File: src/rtl/banco_registros_param.sv
// Multiplier state register bank with a small result queue fed on rising done.
// Latency: state outputs 1 cycle after a load edge; pushed result visible 1 cycle after push.
// Backpressure: res_ready=0 holds the queue; pushes into a full queue without a pop are dropped.
// Optional feature: define REGMULT_OVF_FLAG_EN to enable the sticky overflow flag.
module banco_registros_param #(
    parameter int RES_W  = 16,
    parameter int TEMP_W = 2,
    parameter int CNT_W  = 3,
    parameter int DEPTH  = 4
) (
    input  logic                         clk,
    input  logic                         rst,
    input  logic                         en,
    input  logic                         clr,
    input  logic signed [RES_W-1:0]      sig_resultado,
    input  logic                         sig_done,
    input  logic                         sig_estado,
    input  logic        [TEMP_W-1:0]     sig_temp,
    input  logic        [CNT_W-1:0]      sig_contador,
    output logic signed [RES_W-1:0]      resultado,
    output logic                         done,
    output logic                         estado_actual,
    output logic        [TEMP_W-1:0]     temp,
    output logic        [CNT_W-1:0]      contador,
    output logic signed [RES_W-1:0]      res_out,
    output logic                         res_valid,
    input  logic                         res_ready,
    output logic [$clog2(DEPTH):0]       ocupacion,
    output logic                         overflow
);

    localparam int PTR_W = $clog2(DEPTH);
    localparam int OCC_W = PTR_W + 1;

    logic signed [RES_W-1:0]  resultado_q, resultado_d;
    logic                     done_q, done_d;
    logic                     estado_q, estado_d;
    logic        [TEMP_W-1:0] temp_q, temp_d;
    logic        [CNT_W-1:0]  contador_q, contador_d;

    logic signed [RES_W-1:0]  mem_q [DEPTH];
    logic        [PTR_W-1:0]  wr_ptr_q, wr_ptr_d;
    logic        [PTR_W-1:0]  rd_ptr_q, rd_ptr_d;
    logic        [OCC_W-1:0]  occ_q, occ_d;

    logic push, pop, full, wr_en;

    // Next state of the register bank: clear wins over load, otherwise hold.
    always_comb begin
        resultado_d = resultado_q;
        done_d      = done_q;
        estado_d    = estado_q;
        temp_d      = temp_q;
        contador_d  = contador_q;
        if (clr) begin
            resultado_d = '0;
            done_d      = 1'b0;
            estado_d    = 1'b0;
            temp_d      = '0;
            contador_d  = '0;
        end else if (en) begin
            resultado_d = sig_resultado;
            done_d      = sig_done;
            estado_d    = sig_estado;
            temp_d      = sig_temp;
            contador_d  = sig_contador;
        end
    end

    // Queue control: push on a rising done that is actually being loaded.
    // When full, a push is only accepted if the head leaves on the same edge;
    // the write slot then equals the slot being popped, which is safe.
    always_comb begin
        push     = en & ~clr & sig_done & ~done_q;
        pop      = (occ_q != '0) & res_ready;
        full     = (occ_q == OCC_W'(DEPTH));
        wr_en    = push & (~full | pop);
        wr_ptr_d = wr_en ? wr_ptr_q + PTR_W'(1) : wr_ptr_q;
        rd_ptr_d = pop   ? rd_ptr_q + PTR_W'(1) : rd_ptr_q;
        occ_d    = occ_q;
        case ({wr_en, pop})
            2'b10:   occ_d = occ_q + OCC_W'(1);
            2'b01:   occ_d = occ_q - OCC_W'(1);
            default: occ_d = occ_q;
        endcase
    end

    // State and queue bookkeeping registers with asynchronous reset.
    always_ff @(posedge clk or posedge rst) begin
        if (rst) begin
            resultado_q <= '0;
            done_q      <= 1'b0;
            estado_q    <= 1'b0;
            temp_q      <= '0;
            contador_q  <= '0;
            wr_ptr_q    <= '0;
            rd_ptr_q    <= '0;
            occ_q       <= '0;
        end else begin
            resultado_q <= resultado_d;
            done_q      <= done_d;
            estado_q    <= estado_d;
            temp_q      <= temp_d;
            contador_q  <= contador_d;
            wr_ptr_q    <= wr_ptr_d;
            rd_ptr_q    <= rd_ptr_d;
            occ_q       <= occ_d;
        end
    end

    // Queue storage; contents are don't-care while the occupancy says empty.
    always_ff @(posedge clk) begin
        if (wr_en) begin
            mem_q[wr_ptr_q] <= sig_resultado;
        end
    end

`ifdef REGMULT_OVF_FLAG_EN
    logic ovf_q, ovf_d;

    // Sticky flag: set by any dropped push, cleared only by reset.
    always_comb begin
        ovf_d = ovf_q | (push & full & ~pop);
    end

    // Overflow flag register.
    always_ff @(posedge clk or posedge rst) begin
        if (rst) begin
            ovf_q <= 1'b0;
        end else begin
            ovf_q <= ovf_d;
        end
    end

    assign overflow = ovf_q;
`else
    assign overflow = 1'b0;
`endif

    assign resultado     = resultado_q;
    assign done          = done_q;
    assign estado_actual = estado_q;
    assign temp          = temp_q;
    assign contador      = contador_q;
    assign ocupacion     = occ_q;
    assign res_valid     = (occ_q != '0);
    assign res_out       = (occ_q != '0) ? mem_q[rd_ptr_q] : '0;

endmodule
File: config.mk
export PLATFORM = sky130hd
export DESIGN_NAME = banco_registros_param
export DESIGN_NICKNAME = d
export VERILOG_FILES = /design/src/rtl/banco_registros_param.sv
export SDC_FILE = /design/constraint.sdc
export NUM_CORES = 1
export LEC_CHECK = 0
export CORE_ASPECT_RATIO = 1.4
export CORE_MARGIN = 5
export CORE_UTILIZATION = 45
export DETAILED_ROUTE_END_ITERATION = 8
export HOLD_SLACK_MARGIN = 0.1
export PLACE_DENSITY = 0.7
export SKIP_LAST_GASP = 1
export SYNTH_ARGS = -nofsm -noshare
export SYNTH_HDL_FRONTEND = slang
export SYNTH_SLANG_ARGS = --single-unit
File: constraint.sdc
create_clock -name clk -period 6.8 [get_ports clk]
set_clock_uncertainty 0.1 [all_clocks]
set_input_delay 1.02 -clock clk [delete_from_list [all_inputs] [get_ports clk]]
set_output_delay 1.02 -clock clk [all_outputs]
set_load 0.03 [all_outputs]
==> results of run 1 <==
[stage by stage]
step	cells	hold slack, ns	area [um^2]	setup slack (ns)	util (%)
floorplan	233	0.480	3850	3.96	-
detailed placement	393	0.412	4600	2.52	54.4
global route	409	0.452	4930	2.64	58.3
finish	409	0.421	4930	2.88	58.3
CTS	409	0.427	4930	2.81	58.3
global placement	393	0.399	4600	2.66	54.4
[area by class of cell]
cell class | instances | area share, %
Sequential cell | 94 | 54.2
Timing Repair Buffer | 71 | 14.3
Clock inverter | 6 | 1.73
Inverter | 5 | 0.381
Multi-Input combinational cell | 118 | 21.9
Tap cell | 105 | 2.67
Clock buffer | 10 | 4.85
[kinds of logic (layout without fill, tap and decap cells)]
| family | after synthesis | in the layout |
|---|---|---|
| adders and majority gates | 5 | 5 |
| buffers and inverters | 21 | 92 |
| muxes | 39 | 39 |
| other | 1 | 1 |
| xor gates and xnor gates | 5 | 5 |
| and+or+nand+nor | 60 | 60 |
| AOI/OAI and AO/OA | 8 | 8 |
| DFF | 94 | 94 |
[placed cells by master (no fill, tap or decap), types with 2 or more instances in the layout]
master,synthesis,final
xnor2_1,5,5
clkbuf_16,0,9
mux2i_1,23,23
mux4_2,16,16
a21oi_1,2,2
clkdlybuf4s50_1,0,69
inv_1,5,5
nor2_1,24,24
or3_1,2,2
edfxtp_1,64,64
and2_1,20,20
nand2_1,4,4
bufinv_16,0,2
nand3_1,5,5
ha_1,4,4
o2111ai_1,2,2
dfrtp_1,30,30
[sequential cells by signal, summed over array words and instances, names as in the netlist]
name	count
contador	3
done	1
estado_actual	1
mem_q	64
ocupacion	3
rd_ptr_q	2
resultado	16
temp	2
wr_ptr_q	2
[power groups by stage]
stage | logic (mW) | clock network (mW) | registers [mW]
after global routing | 0.671 | 0.560 | 0.752
after global placement | 0.628 | 0 | 0.752
after floorplan | 0.431 | 0 | 0.720
after detailed placement | 0.635 | 0 | 0.754
final | 0.625 | 0.527 | 0.739
after CTS | 0.637 | 0.535 | 0.742
[worst min-delay path, cell delays in order, from the launching register on]
cell and delay (ns):
dfrtp_1 0.34, mux2i_1 0.07, nor2_1 0.08
[cells in the mapped netlist]
library cell  number  area share, %
a21boi_0           1           0.19
nor2_1            24            2.3
and2_1            20            3.2
buf_4              2           0.39
a311o_1            1           0.26
buf_2              6           0.78
nor4b_1            1           0.23
edfxtp_1          64             50
clkbuf_1           7           0.68
o211ai_1           1           0.19
a21oi_1            2           0.26
nand2_1            4           0.39
buf_6              1           0.29
nor4_1             1           0.16
xnor2_1            5            1.1
mux2i_1           23            6.0
o2111ai_1          2           0.45
dfrtp_1           30             19
fa_1               1           0.52
nand2b_1           1           0.16
conb_1             1          0.097
nand4bb_1          1           0.29
and4bb_2           1           0.32
ha_1               4            1.3
inv_1              5           0.49
mux4_2            16            9.4
o21ai_0            1           0.13
nand3_1            5           0.65
or3_1              2           0.32
[metal layers]
layer  wire length [um]  up-vias  global-route usage [%]
met4                 86        0                    6.33
met3                358        6                    3.60
met2               3750       61                    24.3
li1                   -      989                       -
met5                  0        -                       0
met1               2920     1048                    18.6
[path summary, 6_finish.rpt]
path	to	slack, ns	cells past startpoint
max in group asynchronous	resultado[8]	5.32	3
worst min-delay path	resultado[3]	0.42	2
worst max register to register	ocupacion[2]	4.13	5
worst min register to register	resultado[3]	0.42	2
worst max-delay path	res_out[13]	2.88	3
min in group asynchronous	resultado[9]	0.97	3
==> metrics.md, run 1 <==
| Metric | Value |
|---|---|
| Root buf cell | `clkbuf_16` |
| Global-route wire length before repair | `11600 um` |
| # IOs | `72` |
| Synth Area in Compound Gates | `1.49%` |
| Vias in the first global route | `2241` |
| Number of max-cap violations | `0` |
| Clk pwr share | `27.9%` |
| Critical Path Sink Type | `output port` |
| Core box area | `8460 um^2` |
| Final Setup Violations | `0` |
| Clk_lat worst skew | `0.33 ns` |
| Num Clock Sinks | `94` |
| Layout Nets | `332` |
| Layout cell share with drive strength beyond 1 | `11.2%` |
| Syn. warnings | `0` |
| Largest family of logic cells by synthesized area | `multiplexers` |
| Setup TNS Final | `0 ns` |
| CTS tree | `yes` |
| Grt ovf | `0` |
| Routability congestion estimate | `0.646` |
| Simple-gate portion of the synthesized area | `8.12%` |
| Status | `finished, final reports clean` |
| Register area | `2670 um^2` |
| Critical path class | `register to output port` |
| Die area | `10500 um^2` |
| Die Span Y | `119 um` |
| Post-Synth XOR/XNOR Area | `1.14%` |
| Library cells used by synthesis | `29` |
| CP startpoint | `rd_ptr_q[0]` |
| Worst-path cell chain | `mux4_2, and2_1, clkdlybuf4s50_1` |
| Startpoint of the worst hold path | `resultado[3]` |
| Synth Cell Area | `3850 um^2` |
| Row count | `40` |
| Synth Register Bits | `94` |
| Largest net degree at the start of global routing | `31` |
| Mux share of post-synthesis cell area | `15.3%` |
| Final Hold Fails | `0` |
| Avg Inst Size Synth | `16.5 um^2` |
| Fillers | `644` |
| HPWL after DPL | `4640 um` |
| DRT Pass-1 Iters | `4` |
| P_int | `1.30 mW` |
| # diodes | `0` |
| Power Total | `1.89 mW` |
| Slew Limit Fails | `0` |
| Post-synthesis instance total | `233` |
| Post-synthesis sequential area ratio | `69.4%` |
| CTS Buf Count | `9` |
| Period Utilization, post-route | `57.7%` |
| Worst slew pin tran | `1.12 ns` |
| Hold/Removal Path Class | `register to register` |
| Worst path bufs/invs | `1` |
| Quantity of gates resized following cts | `0` |
| Worst r2r src | `ocupacion[0]` |
| Max Root-Sink Buffers | `2` |
| H-tree depth | `3` |
| GRT Total Usage | `14.8%` |
| CP Launch Type | `register` |
| Post-CTS Setup Inserts | `0` |
| RSZ-0062 raised after global routing | `false` |
| Power per cell area | `384 nW/um^2` |
| Via Count | `2104` |
| Max rail drop VDD | `0.157 mV` |
| Final WL | `7110 um` |
| Initial antenna violation count | `0` |
| Synthesized Nets | `266` |
| Antenna viol nets, final | `0` |
| Initial drt markers | `63` |
| Sequential share of power | `39.1%` |
| Port Buffer Count | `70` |
| Switching share of power | `31.5%` |
| P&R area growth vs syn | `27.9%` |
| Die W | `88.2 um` |
| Clk pin slew, worst setup/hold paths | `0.06 ns` |
| WL/cell | `17.4 um` |
| Req. time, crit path | `5.68 ns` |
| Net switching power | `0.595 mW` |
| Fmax | `0.255 GHz` |
| Initial Util | `45.5%` |
| Leakage dissipation | `1.84 nW` |
| Hold Buf Count CTS | `0` |
| Fin crit period | `3.92 ns` |
| Largest stage delay, worst path | `1.08 ns` |
| Remaining DRCs | `0` |
| Slowest-stage cell, CP | `dfrtp_1` |
| Vias per Instance | `5.14` |
| Cell family with most CP delay | `flip-flops` |
| Comb pwr share | `33.0%` |
| Crit path DAT | `2.80 ns` |
| Worst-path maximum fanout | `18` |
| Multi-input logic area | `1080 um^2` |
| Worst slew margin | `25.6%` |
| Adder-Cell Fraction of Synth Area | `1.82%` |
No activity file was read; power rests on OpenSTA's default activity.
==> run 2, diff against run 1 <==
==> constraint.sdc (replaced) <==
create_clock -name clk -period 4 [get_ports clk]
set_clock_uncertainty 0.1 [all_clocks]
set_input_delay 0.6 -clock clk [delete_from_list [all_inputs] [get_ports clk]]
set_output_delay 0.6 -clock clk [all_outputs]
set_load 0.03 [all_outputs]
==> metrics.md, run 2 (synthesis gave the netlist of run 1 again) <==
| Metric | Value |
|---|---|
| Clk_lat worst skew | `0.33 ns (about the same)` |
| Commonest cells after routing, fill and taps aside | `clkdlybuf4s50_1, edfxtp_1, dfrtp_1, nor2_1, mux2i_1` |
| Fmax | `0.313 GHz` |
| Crit path DAT | `2.50 ns (-0.30 ns)` |
| H-tree depth | `3 (unchanged)` |
| Top reg by flops | `mem_q` |
| DRT Pass-1 Iters | `4 (unchanged)` |
| Via Count | `2137 (+1.6%)` |
| Initial antenna violation count | `0 (unchanged)` |
| Vias in the first global route | `2257 (+0.71%)` |
| Final std cells w/o fill | `414 (+1.2%)` |
| Row count | `40 (unchanged)` |
| # IOs | `72 (unchanged)` |
| Quantity of gates resized following cts | `0 (unchanged)` |
| Setup ws final | `0.805 ns (-2.07 ns)` |
| Layout Nets | `337 (+1.5%)` |
| GRT Total Usage | `14.9% (+0.085 points)` |
| Antenna viol nets, final | `0 (unchanged)` |
| Vias per Instance | `5.16 (+0.34%)` |
| RSZ-0062 raised after global routing | `false` |
| Placed insts | `398 (+1.3%)` |
| Layout cell share with drive strength beyond 1 | `12.6% (+1.4 points)` |
| Req. time, crit path | `3.30 ns (-2.38 ns)` |
| Die W | `88.2 um (unchanged)` |
| Fin crit period | `3.20 ns` |
| Max reg flops | `64 (unchanged)` |
| End point of the worst hold path | `temp[0]` |
| Die area | `10500 um^2 (unchanged)` |
| Max rail drop VDD | `0.451 mV (+190%)` |
| Max Root-Sink Buffers | `2 (unchanged)` |
| Hold/Removal Path Class | `register to register` |
| Initial Util | `45.5% (unchanged)` |
| Routability congestion estimate | `0.705 (+9.2%)` |
| Root buf cell | `clkbuf_16` |
| CTS Buf Count | `9 (unchanged)` |
| Power Total | `3.21 mW (+70%)` |
| Initial drt markers | `106 (+68%)` |
| Worst r2r src | `ocupacion[0]` |
| Worst-path maximum fanout | `14 (-4)` |
| Period Utilization, post-route | `79.9%` |
| R2R Setup Slk | `1.37 ns (-2.76 ns)` |
| Clk pin slew, worst setup/hold paths | `0.06 ns (about the same)` |
| Leakage dissipation | `1.86 nW (+0.98%)` |
| P&R area growth vs syn | `28.6%` |
| Die Span Y | `119 um (unchanged)` |
| Final WL | `7280 um (+2.3%)` |
| Num Clock Sinks | `94 (unchanged)` |
| Worst R2R Path Depth | `5 (unchanged)` |
| Final Setup Violations | `0 (unchanged)` |
| Worst slew pin tran | `0.829 ns (-0.286 ns)` |
| Final Hold Fails | `0 (unchanged)` |
| Hold Buf Count CTS | `0 (unchanged)` |
| Critical Path Sink Type | `output port` |
| Status | `finished, final reports clean` |
| Fillers | `648 (+0.62%)` |
| HPWL after DPL | `4920 um (+6.1%)` |
| Startpoint of the worst hold path | `temp[0]` |
| Power per cell area | `649 nW/um^2 (+69%)` |
| Worst hold path stage count | `2 (unchanged)` |
| CTS tree | `yes` |
| Grt ovf | `0 (unchanged)` |
| Worst slew margin | `44.7% (+19 points)` |
| Reg2reg end | `ocupacion[2]` |
| Remaining DRCs | `0 (unchanged)` |
| Port Buffer Count | `70 (unchanged)` |
| Number of max-cap violations | `0 (unchanged)` |
| Worst slack at placement | `0.965 ns (-1.56 ns)` |
| Critical path class | `register to output port` |
| Setup TNS Final | `0 ns (unchanged)` |
| Core box area | `8460 um^2 (unchanged)` |
| Slew Limit Fails | `0 (unchanged)` |
| # diodes | `0 (unchanged)` |
| WL/cell | `17.6 um (+1.0%)` |
| CP Launch Type | `register` |
| Largest net degree at the start of global routing | `31 (unchanged)` |
| Most common cell after layout, fill and taps aside | `clkdlybuf4s50_1` |
| Global-route wire length before repair | `11600 um (-0.59%)` |
| Post-CTS Setup Inserts | `0 (unchanged)` |
run 2: cell count changes in the layout (fill, tap and decap cells not counted):
cell | before | now
buf_4 | 1 | 6
clkinvlp_4 | 1 | 2
clkbuf_8 | 1 | 0
clkinv_4 | 1 | 0
clkinv_2 | 1 | 2
run 2: stage by stage:
| stage | cell area [um^2] | util, % | hold WS (ns) |
|---|---|---|---|
| after floorplan | 3850 | - | 0.480 |
| after global placement | 4640 | 54.9 | 0.400 |
| after detailed placement | 4640 | 54.9 | 0.410 |
| after CTS | 4960 | 58.6 | 0.424 |
| after global routing | 4960 | 58.6 | 0.455 |
| final | 4960 | 58.6 | 0.417 |
run 2: power by group:
part / switching (mW) / internal (mW)
Combinational: 0.585 / 0.533
Clock: 0.337 / 0.542
Sequential: 0.0978 / 1.12
Total: 1.02 / 2.19
run 2: area by class of cell:
cell class	instances	area, um^2	area share (%)
multi-input combinational	118	1080	21.8
sequential	94	2670	53.9
tap	105	131	2.65
timing repair buffer	76	741	14.9
clock inverter	7	88.8	1.79
clock buffer	9	225	4.54
inverter	5	18.8	0.379
run 2: worst max-delay path: stages, from the launching register on:
cell and delay (ns):
dfrtp_1 0.49, buf_4 0.34, mux4_2 0.55, and2_1 0.17, clkdlybuf4s50_1 0.61
run 2: worst max-delay path by stage:
stage	from	endpoint	slack, ns	cells past startpoint
5_1_grt	rd_ptr_q[0]	res_out[7]	0.69	4
3_3_place_gp	clr	mem_q[2][9]	1.03	4
3_5_place_dp	sig_done	mem_q[2][15]	0.97	4
4_1_cts	rd_ptr_q[0]	res_out[7]	0.75	4
6_report	rd_ptr_q[0]	res_out[7]	0.80	4
2_1_floorplan	ocupacion[0]	ocupacion[2]	1.21	7
run 2: routing by layer:
| metal | wire length, um | GRT usage [%] |
|---|---|---|
| met1 | 2920 | 17.3 |
| met2 | 3830 | 25.3 |
| met3 | 407 | 4.84 |
| met4 | 122 | 5.67 |
| met5 | 0 | 0 |
==> run 3, diff against run 2 <==
==> constraint.sdc (replaced) <==
create_clock -name clk -period 3.1 [get_ports clk]
set_clock_uncertainty 0.1 [all_clocks]
set_input_delay 0.465 -clock clk [delete_from_list [all_inputs] [get_ports clk]]
set_output_delay 0.465 -clock clk [all_outputs]
set_load 0.03 [all_outputs]
==> metrics.md, run 3 (synthesis gave the netlist of run 1 again) <==
| Metric | Value |
|---|---|
| Worst hold path stage count | `2 (unchanged)` |
| Worst r2r src | `ocupacion[0]` |
| Worst slew margin | `53.5% (+8.8 points)` |
| Max reg flops | `64 (unchanged)` |
| Max rail drop VDD | `0.452 mV (+0.28%)` |
| Remaining DRCs | `0 (unchanged)` |
| Die area | `10500 um^2 (unchanged)` |
| Initial Util | `45.5% (unchanged)` |
| Post-CTS Setup Inserts | `0 (unchanged)` |
| Req. time, crit path | `2.53 ns (-0.77 ns)` |
| # diodes | `0 (unchanged)` |
| RSZ-0062 raised after global routing | `false` |
| Worst-path maximum fanout | `20 (+6)` |
| Initial antenna violation count | `0 (unchanged)` |
| Setup ws final | `0.128 ns (-0.677 ns)` |
| Period Utilization, post-route | `95.9%` |
| Critical path class | `register to output port` |
| Slew Limit Fails | `0 (unchanged)` |
| Die W | `88.2 um (unchanged)` |
| Worst slew pin tran | `0.697 ns (-0.132 ns)` |
| Most common cell after layout, fill and taps aside | `clkdlybuf4s50_1` |
| Global-route wire length before repair | `12100 um (+4.7%)` |
| Layout cell share with drive strength beyond 1 | `13.6% (+0.94 points)` |
| Leakage dissipation | `1.89 nW (+1.7%)` |
| Hold/Removal Path Class | `register to register` |
| Hold Buf Count CTS | `0 (unchanged)` |
| Startpoint of the worst hold path | `resultado[0]` |
| Fillers | `650 (+0.31%)` |
| Antenna viol nets, final | `0 (unchanged)` |
| Vias per Instance | `5.12 (-0.89%)` |
| Status | `finished, final reports clean` |
| Clk_lat worst skew | `0.33 ns (about the same)` |
| R2R Setup Slk | `0.45 ns (-0.92 ns)` |
| Multi-input logic area | `1080 um^2 (unchanged)` |
| Crit path DAT | `2.41 ns (-0.09 ns)` |
| DRT Pass-1 Iters | `4 (unchanged)` |
| HPWL after DPL | `5010 um (+2.0%)` |
| Commonest cells after routing, fill and taps aside | `clkdlybuf4s50_1, edfxtp_1, dfrtp_1, nor2_1, mux2i_1` |
| Largest net degree at the start of global routing | `25 (-19%)` |
| CTS tree | `yes` |
| Routability congestion estimate | `0.671 (-4.9%)` |
| Fin crit period | `2.97 ns` |
| Worst R2R Path Depth | `5 (unchanged)` |
| WL/cell | `17.4 um (-0.74%)` |
| CTS Buf Count | `9 (unchanged)` |
| Final WL | `7360 um (+1.2%)` |
| Grt ovf | `0 (unchanged)` |
| End point of the worst hold path | `resultado[0]` |
| Max Root-Sink Buffers | `2 (unchanged)` |
| CP Launch Type | `register` |
| Quantity of gates resized following cts | `0 (unchanged)` |
| Reg2reg end | `ocupacion[2]` |
| Top reg by flops | `mem_q` |
| # IOs | `72 (unchanged)` |
| Layout Nets | `345 (+2.4%)` |
| Final Setup Violations | `0 (unchanged)` |
| Root buf cell | `clkbuf_16` |
| Num Clock Sinks | `94 (unchanged)` |
| P&R area growth vs syn | `29.8%` |
| Setup TNS Final | `0 ns (unchanged)` |
| Clk pin slew, worst setup/hold paths | `0.06 ns (about the same)` |
| Fmax | `0.336 GHz` |
| Initial drt markers | `82 (-23%)` |
| Die Span Y | `119 um (unchanged)` |
| Vias in the first global route | `2333 (+3.4%)` |
| Worst slack at placement | `0.423 ns (-0.542 ns)` |
| Core box area | `8460 um^2 (unchanged)` |
| Power per cell area | `818 nW/um^2 (+26%)` |
| Row count | `40 (unchanged)` |
| Number of max-cap violations | `0 (unchanged)` |
| Via Count | `2159 (+1.0%)` |
| H-tree depth | `3 (unchanged)` |
| Final Hold Fails | `0 (unchanged)` |
| Port Buffer Count | `70 (unchanged)` |
| Critical Path Sink Type | `output port` |
| GRT Total Usage | `15.5% (+0.61 points)` |
| Register area | `2670 um^2 (unchanged)` |
==> run 3: cell count changes in the layout (fill, tap and decap cells not counted), sizes merged <==
cell	change
buf	+8
clkbuf	+6
clkinv	-3
clkinvlp	-2
bufinv	-1
==> run 3: how the worst max path moves through the flow <==
stage                 startpoint           end  slack (ns)  depth (start not counted)
floorplan           ocupacion[0]  ocupacion[2]        0.31                          7
global placement    ocupacion[0]  ocupacion[2]        0.46                          5
detailed placement  ocupacion[0]  ocupacion[2]        0.42                          5
CTS                 ocupacion[0]   res_out[12]        0.08                          3
global route        ocupacion[0]   res_out[12]        0.03                          3
finish              ocupacion[0]   res_out[12]        0.13                          3
==> run 3: report_power, final <==
part	total, mW	internal (mW)	switching, mW
clock network	1.06	0.649	0.412
registers	1.53	1.45	0.0873
logic	1.50	0.697	0.801
==> run 3: area by class of cell <==
type / count / area share [%]
flip-flops and latches: 94 / 53.4
multi-input cells: 118 / 21.6
repair buffers: 84 / 16.3
clock buffers: 15 / 5.15
well taps: 105 / 2.63
clock inverters: 1 / 0.600
inverters: 5 / 0.375
==> run 3: through the flow <==
| stage | std cells | util (%) | area [um^2] | power (mW) | hold WS (ns) |
|---|---|---|---|---|---|
| floorplan | 233 | - | 3850 | 2.52 | 0.456 |
| global placement | 406 | 55.7 | 4710 | 3.07 | 0.401 |
| detailed placement | 406 | 55.7 | 4710 | 3.09 | 0.412 |
| CTS | 422 | 59.1 | 5000 | 4.16 | 0.423 |
| global route | 422 | 59.1 | 5000 | 4.29 | 0.458 |
| finish | 422 | 59.1 | 5000 | 4.09 | 0.420 |
==> run 3: worst max-delay path, stage by stage (launching register included) <==
cell and delay [ns]:
dfrtp_1 0.47, or3_1 0.72, and2_1 0.29, clkdlybuf4s50_1 0.60
==> run 3: metal layers <==
metal	track usage, %	part of all wire (%)	up-vias
li1	-	-	1011
met1	18.8	41	1077
met2	25.8	52	61
met3	3.94	5.5	10
met4	6.81	1.9	0
met5	0	0	-
